==> config.mk <==
export PLATFORM = sky130hd
export DESIGN_NAME = alu_op_sequencer
export DESIGN_NICKNAME = d
export VERILOG_FILES = /design/src/rtl/alu_pkg.sv /design/src/rtl/alu_result_mux.sv /design/src/rtl/alu_op_sequencer.sv
export SDC_FILE = /design/constraint.sdc
export NUM_CORES = 1
export LEC_CHECK = 0
export ABC_AREA = 0
export CAP_MARGIN = 20
export CORE_UTILIZATION = 39
export DETAILED_ROUTE_END_ITERATION = 7
export PLACE_DENSITY = 0.79
export SKIP_CTS_REPAIR_TIMING = 1
export SYNTH_ARGS = -nofsm -noshare
export SYNTH_HDL_FRONTEND = slang
export SYNTH_SLANG_ARGS = --single-unit
==> constraint.sdc <==
create_clock -name clk -period 1.8 [get_ports clk]
set_input_delay 0.27 -clock clk [delete_from_list [all_inputs] [get_ports clk]]
set_output_delay 0.27 -clock clk [all_outputs]
set_load 0.02 [all_outputs]
==> src/rtl/alu_pkg.sv <==
// Shared definitions for the ALU front-end: opcodes, widths, FSM states.
package alu_pkg;

    localparam int OPND_W = 4;
    localparam int RES_W  = 5;
    localparam int OP_W   = 3;

    localparam logic [OP_W-1:0] OP_ADD  = 3'b000;
    localparam logic [OP_W-1:0] OP_SUB  = 3'b001;
    localparam logic [OP_W-1:0] OP_XOR  = 3'b010;
    localparam logic [OP_W-1:0] OP_AND  = 3'b011;
    localparam logic [OP_W-1:0] OP_OR   = 3'b100;
    localparam logic [OP_W-1:0] OP_INVT = 3'b101;
    localparam logic [OP_W-1:0] OP_IDLE = 3'b111;

    typedef enum logic [1:0] {
        IDLE = 2'd0,
        EXEC = 2'd1,
        RESP = 2'd2
    } state_t;

    function automatic logic op_is_legal(input logic [OP_W-1:0] op);
        return (op <= OP_INVT);
    endfunction

endpackage

==> src/rtl/alu_result_mux.sv <==
// Folds the per-operation ALU result buses into one 5-bit result plus flags.
module alu_result_mux
    import alu_pkg::*;
(
    input  logic [OP_W-1:0]   i_op,
    input  logic [RES_W-1:0]  i_add_result,
    input  logic [RES_W-1:0]  i_sub_result,
    input  logic [OPND_W-1:0] i_xor_result,
    input  logic [OPND_W-1:0] i_and_result,
    input  logic [OPND_W-1:0] i_or_result,
    input  logic [OPND_W-1:0] i_invt_result,
    output logic [RES_W-1:0]  o_result,
    output logic              o_zero,
    output logic              o_carry,
    output logic              o_err
);

    always_comb begin
        o_result = '0;
        o_carry  = 1'b0;
        o_err    = 1'b0;
        case (i_op)
            OP_ADD: begin
                o_result = i_add_result;
                o_carry  = i_add_result[RES_W-1];
            end
            OP_SUB: begin
                // Bit 4 of the modulo-32 difference is the borrow (a < b).
                o_result = i_sub_result;
                o_carry  = i_sub_result[RES_W-1];
            end
            OP_XOR:  o_result = {1'b0, i_xor_result};
            OP_AND:  o_result = {1'b0, i_and_result};
            OP_OR:   o_result = {1'b0, i_or_result};
            OP_INVT: o_result = {1'b0, i_invt_result};
            default: o_err    = 1'b1;
        endcase
        o_zero = (o_result == '0);
    end

endmodule

==> src/rtl/alu_op_sequencer.sv <==
// Sequential front-end for the combinational 4-bit ALU: request in, registered
// operands out, merged result and flags back over a response handshake.
module alu_op_sequencer
    import alu_pkg::*;
#(
    parameter logic [OP_W-1:0] IDLE_SEL = OP_IDLE
) (
    input  logic              clk,
    input  logic              rst,
    input  logic              in_valid,
    output logic              in_ready,
    input  logic [OPND_W-1:0] in_a,
    input  logic [OPND_W-1:0] in_b,
    input  logic [OP_W-1:0]   in_op,
    output logic [OPND_W-1:0] alu_a,
    output logic [OPND_W-1:0] alu_b,
    output logic [OP_W-1:0]   alu_select,
    input  logic [RES_W-1:0]  add_result,
    input  logic [RES_W-1:0]  sub_result,
    input  logic [OPND_W-1:0] xor_result,
    input  logic [OPND_W-1:0] and_result,
    input  logic [OPND_W-1:0] or_result,
    input  logic [OPND_W-1:0] invt_result,
    output logic              out_valid,
    input  logic              out_ready,
    output logic [RES_W-1:0]  out_result,
    output logic [OP_W-1:0]   out_op,
    output logic              out_zero,
    output logic              out_carry,
    output logic              out_err,
    output state_t            o_dbg_state
);

    // Handshakes: a transfer happens on a rising edge where valid and ready are
    // both high; valid never waits on ready, and the sender holds its payload
    // stable until that edge.

    state_t              r_state;
    state_t              w_next_state;
    logic                w_accept;
    logic                w_deliver;

    logic [OPND_W-1:0]   r_alu_a;
    logic [OPND_W-1:0]   r_alu_b;
    logic [OP_W-1:0]     r_alu_sel;
    logic [OP_W-1:0]     r_op;
    logic [RES_W-1:0]    r_result;
    logic [OP_W-1:0]     r_out_op;
    logic                r_zero;
    logic                r_carry;
    logic                r_err;

    logic [RES_W-1:0]    w_mux_result;
    logic                w_mux_zero;
    logic                w_mux_carry;
    logic                w_mux_err;

    always_ff @(posedge clk or posedge rst) begin
        if (rst) begin
            r_state <= IDLE;
        end else begin
            r_state <= w_next_state;
        end
    end

    always_comb begin
        w_next_state = r_state;
        w_accept     = 1'b0;
        w_deliver    = 1'b0;
        in_ready     = 1'b0;
        out_valid    = 1'b0;
        case (r_state)
            IDLE: begin
                in_ready = 1'b1;
                if (in_valid) begin
                    w_accept     = 1'b1;
                    w_next_state = EXEC;
                end
            end
            EXEC: begin
                w_next_state = RESP;
            end
            RESP: begin
                out_valid = 1'b1;
                if (out_ready) begin
                    w_deliver    = 1'b1;
                    w_next_state = IDLE;
                end
            end
            default: begin
                w_next_state = IDLE;
            end
        endcase
    end

    alu_result_mux u_result_mux (
        .i_op          (r_op),
        .i_add_result  (add_result),
        .i_sub_result  (sub_result),
        .i_xor_result  (xor_result),
        .i_and_result  (and_result),
        .i_or_result   (or_result),
        .i_invt_result (invt_result),
        .o_result      (w_mux_result),
        .o_zero        (w_mux_zero),
        .o_carry       (w_mux_carry),
        .o_err         (w_mux_err)
    );

    always_ff @(posedge clk or posedge rst) begin
        if (rst) begin
            r_alu_a   <= '0;
            r_alu_b   <= '0;
            r_alu_sel <= IDLE_SEL;
            r_op      <= '0;
            r_result  <= '0;
            r_out_op  <= '0;
            r_zero    <= 1'b0;
            r_carry   <= 1'b0;
            r_err     <= 1'b0;
        end else begin
            if (w_accept) begin
                r_alu_a   <= in_a;
                r_alu_b   <= in_b;
                r_op      <= in_op;
                // Illegal opcodes keep the ALU quiet; the mux flags them as errors.
                r_alu_sel <= op_is_legal(in_op) ? in_op : IDLE_SEL;
            end
            if (r_state == EXEC) begin
                r_result <= w_mux_result;
                r_out_op <= r_op;
                r_zero   <= w_mux_zero;
                r_carry  <= w_mux_carry;
                r_err    <= w_mux_err;
            end
            if (w_deliver) begin
                r_alu_sel <= IDLE_SEL;
            end
        end
    end

    assign alu_a       = r_alu_a;
    assign alu_b       = r_alu_b;
    assign alu_select  = r_alu_sel;
    assign out_result  = r_result;
    assign out_op      = r_out_op;
    assign out_zero    = r_zero;
    assign out_carry   = r_carry;
    assign out_err     = r_err;
    assign o_dbg_state = r_state;

endmodule

; ---- After elaboration in Yosys (flattened, before gate mapping)
; Index checks and enable logic that the tools add are counted.
[word_totals]
in_bits = 41
reg_bits = 27
wordCells = 41
[op_classes]
order_cmp = 1
mux = 15
n_eq_ne = 9
n_reduce_logical = 6
[ops]
columns = op, count
row1 = 5-bit one-hot mux with 6 select lines, 1
row2 = 3-bit 2-to-1 mux, 3
row3 = 1-bit 2-to-1 mux, 7
row4 = 3-bit by 2-bit == test with 1-bit output (second input constant), 2
row5 = 3-bit == test (second input constant), 2
row6 = 2-bit one-hot mux with 3 select lines, 1
row7 = 6-bit OR reduction, 1
row8 = 5-bit logical NOT, 1
row9 = 2-bit 2-to-1 mux, 2
row10 = 2-bit != test (second input constant), 2
row11 = 3-bit by 1-bit == test with 1-bit output (second input constant), 1
row12 = 3-bit <= comparator (second input constant), 1
row13 = 3-bit logical NOT, 1
row14 = 2-bit by 1-bit == test with 1-bit output (second input constant), 1
row15 = 2-bit == test (second input constant), 1
row16 = 2-bit logical NOT, 1
row17 = 1-bit one-hot mux with 2 select lines, 1
row18 = 2-bit AND reduction, 1
row19 = 2-bit nonzero test, 1

; ---- Logic depth before layout (Yosys ltp)
[logic_depth]
word_depth = 4
mapped_depth = 6

; ---- Modules after synthesis
; A second synthesis with hierarchy kept.
[unflattened]
cells_unflattened = 122
hier_area_um2 = 1317.5
[modules_own_cells]
columns = module, area_each_um2, n_inst, cells_each
row1 = alu_op_sequencer, 1038.5, 1, 91
row2 = alu_result_mux, 279.0, 1, 31

; ---- Worst setup path before layout
; Ideal clock, no wire load.
[synth_timing]
path_type = reg2reg
start = reg r_state[0] (netlist: o_dbg_state[0])
end = reg r_alu_a[0] (netlist: alu_a[0])
period_less_slack_ns = 1.579
stages_incl_launch_ff = 7
n_path_buf = 1
arrival_ns = 1.514
slack_ns = 0.221
setup_ns = 0.065
t_required_ns = 1.735
cell_sequence = dfrtp_1 nor2_1 nand2_1 inv_1 buf_1 nand2_1 nand2_1
[synth_between]
elab_chain_cells = 2
[synth_rtl]
columns = item, line_no
row1 = "start, declared", alu_op_sequencer.sv:38  ; state_t r_state;
row2 = "start signal, assigned", alu_op_sequencer.sv:62  ; r_state <= w_next_state;
row3 = 2-bit logical NOT, alu_op_sequencer.sv:72  ; case (r_state)
row4 = 1-bit 2-to-1 mux, alu_op_sequencer.sv:72
row5 = "end signal, assigned", alu_op_sequencer.sv:123  ; r_alu_a <= in_a;
row6 = "end, declared", alu_op_sequencer.sv:43  ; logic [OPND_W-1:0] r_alu_a;
; No other way between the ends.
; A chain may end at the register's enable or synchronous reset.

; ---- Final worst setup path
[layout_timing]
start = reg r_alu_sel[2] (netlist: alu_select[2])
end = out alu_select[2]
[layout_lines]
columns = item, line_no
row1 = "start, declared", alu_op_sequencer.sv:45  ; logic [OP_W-1:0] r_alu_sel;
row2 = "start signal, assigned", alu_op_sequencer.sv:127  ; r_alu_sel <= op_is_legal(in_op) ? in_op : IDLE_SEL;
row3 = "end, declared", alu_op_sequencer.sv:17  ; output logic [OP_W-1:0] alu_select,
; No word-level cell between the ends.

==> reports/qor.txt <==
combinational power share: 58.3%
initial DRC count: 43
H-tree lvl count: 1
Initial Util: 41.5%
Place WS: 0.0199 ns
crit path max fanout: 2
Sw Share: 42.1%
Syn Inst Count: 132
core area: 0.00310 mm2
post-route cell area: 0.00204 mm2
die area: 0.00353 mm2
height of the die: 59.5 um
via/cell ratio: 4.89
routed wire length: 3510 um
dpl hpwl: 2730 um
PortBufs: 66
busiest grt layer: met2
HP Class: in -> async
minimum clock period: 1.73 ns
CP top delay family: buffers and inverters
Clock Path Buffers: 2
met2 Track Usage GR: 38.2%
Final GP Congestion: 0.765
CTS Sinks: 27
vias in the first global route: 1,267
Pre-Repair DR Iteration Count: 4
CP Launch Type: flip-flop
worst path bufs/invs: 1
Post-synth top cells: 41 x nand2_1, 24 x dfrtp_1, 8 x o21ai_0
Clock Skew: 0.00132 ns
internal power: 1.96 mW
post-synthesis adder-cell area fraction: 0%
Die Wd: 59.5 um
P per Cell Area: 1660 mW/mm2
DR WL/cell: 14.4 um
outcome: complete, no violations
Leak: 0.943 nW
Avg Inst Size Synth: 9.75 um2
Cell Area, Synth: 0.00129 mm2
root buffer cell: clkbuf_4
YS warnings: 0
io pins: 67
initial antenna violation count: 0
Multi-input gate area: 548 um2
worst-margin pin slew: 0.444 ns
final hold viol count: 0
clk_lat worst skew: 0.31 ns
critical path capture point type: output port
met1 GRT Util: 26.0%
Max IR drop VDD: 0.851 mV
Area contributors post-synth: dfrtp_1 47%, nand2_1 12%, dfstp_2 6.1%, mux2i_1 5.4%, mux2_2 3.5%
RSZ-0062 raised after global routing: no
number of buffers created by CTS: 3
largest net degree at the start of global routing: 28
post-synthesis register bit count: 27
Setup WS post-layout: 0.0675 ns
switching power of the nets: 1.42 mW
gr usage total: 21.7%
EDFF count, synth: 0
main combinational cell family by area after synthesis: simple AND/OR/NAND/NOR gates
Post-Synth XOR/XNOR Area: 0%
library cells used by synthesis: 28
CTS tree: yes
Final period util: 96.2%
post-synth top area cell: dfrtp_1
Worst EP arrival: 1.46 ns
Synthesized Nets: 173
Sequential Power Share: 34.2%
Compound-Gate Fraction of Synth Area: 13.5%
Max Freq: 577 MHz
Slew HR: 70.1%
CP Class: reg -> out
via count: 1,194
post-synthesis mux area share: 10.7%
layout cell share with drive strength beyond 1: 10.5%
worst-path cell chain: clkdlybuf4s50_1
row cnt: 20
# diodes: 0
Remaining DRCs: 0
register-to-register setup slack: 0.20 ns
Seq/Total Area, Yosys: 52.8%
CP max stage cell: clkdlybuf4s50_1
Clk pwr share: 7.5%
met3 usage: 7.42%
Pwr Total: 3.38 mW
Nets: 242
Worst Path Required: 1.53 ns
most frequent cell after synthesis: nand2_1
global-route wire length before repair: 5710 um
Pins Over Slew Limit: 0
delay of the slowest critical-path stage: 0.59 ns
Simple-Gate Fraction of Synth Area: 18.4%
Setup Viol. Count Final: 0
post-synth top area share: 46.6%
ys flop type: dfrtp_1
max cap viols: 0
fillers: 302
register area: 681 um2
DP Area: 0.00201 mm2
area grow syn2layout: 58.5%
clk slew on worst S/H paths: 0.14 ns
gr ovfl total: 0
antenna-violating nets left: 0
setup TNS: 0 ns
FFs w/ async S/R, synth: 100%
## sequential cells by signal, indices dropped and copies added, names as in the netlist
signal / flops
r_op: 3
out_err: 1
alu_select: 3
out_carry: 1
o_dbg_state: 2
alu_b: 4
alu_a: 4
out_result: 5
out_zero: 1
out_op: 3
## cells by family after synthesis
family                 count (synthesis)
flip-flops                            27
AND/OR/NAND/NOR                       56
multiplexers                          12
AO/OA/AOI/OAI                         24
buffers and inverters                 13
## per-layer routing
layer / routed length, um / share of wire (%) / up-vias
li1: - / - / 581
met1: 1400 / 40 / 557
met2: 1680 / 48 / 54
met3: 418 / 12 / 2
met4: 13 / 0.37 / 0
met5: 0 / 0 / -
## cells in the final DEF, fill, tap and decap left out, drive strengths merged
cell type and instances:
a211oi 3, a21o 4, a21oi 3, a31oi 1
buf 6, clkbuf 3, clkdlybuf4s50 64, clkinv 1
dfrtp 24, dfstp 3, dlymetal6s2s 2, inv 5
mux2 4, mux2i 7, mux4 1, nand2 41
nand2b 3, nand3 4, nand4b 1, nor2 3
nor2b 1, nor3 1, nor4 1, o21ai 9
o31ai 2, o32ai 1, o41ai 1, or3 1
## through the flow
stage,hold WS [ns],instances,utilization (%)
6_report,0.292,244,65.8
3_3_place_gp,0.459,240,64.7
4_1_cts,0.308,244,65.6
5_1_grt,0.301,244,65.8
3_5_place_dp,0.466,240,64.7
2_1_floorplan,0.320,132,-
## power groups by stage
| stage | Sequential (mW) | Combinational (mW) | Clock (mW) |
|---|---|---|---|
| 6_report | 1.16 | 1.97 | 0.253 |
| 5_1_grt | 1.20 | 2.14 | 0.287 |
| 4_1_cts | 1.16 | 1.99 | 0.255 |
| 2_1_floorplan | 1.41 | 0.851 | 0 |
| 3_3_place_gp | 1.15 | 1.94 | 0 |
| 3_5_place_dp | 1.16 | 1.99 | 0 |
## cell type report
type | count | share of cell area (%)
Timing Repair Buffer | 72 | 34.8
Sequential cell | 27 | 33.4
Multi-Input combinational cell | 92 | 26.9
Tap cell | 44 | 2.70
Clock buffer | 3 | 1.10
Inverter | 5 | 0.920
Clock inverter | 1 | 0.245
## final timing paths
check                         startpoint             to  cells after the start
setup / recovery           alu_select[2]  alu_select[2]                      1
hold / removal                       rst       alu_a[2]                      3
setup reg to reg                 r_op[1]       out_zero                      4
hold reg to reg                  out_err        out_err                      2
max in group asynchronous            rst  alu_select[2]                      3
min in group clk                 in_b[2]       alu_b[2]                      3
Note: power is estimated with default switching activity, not from simulation.
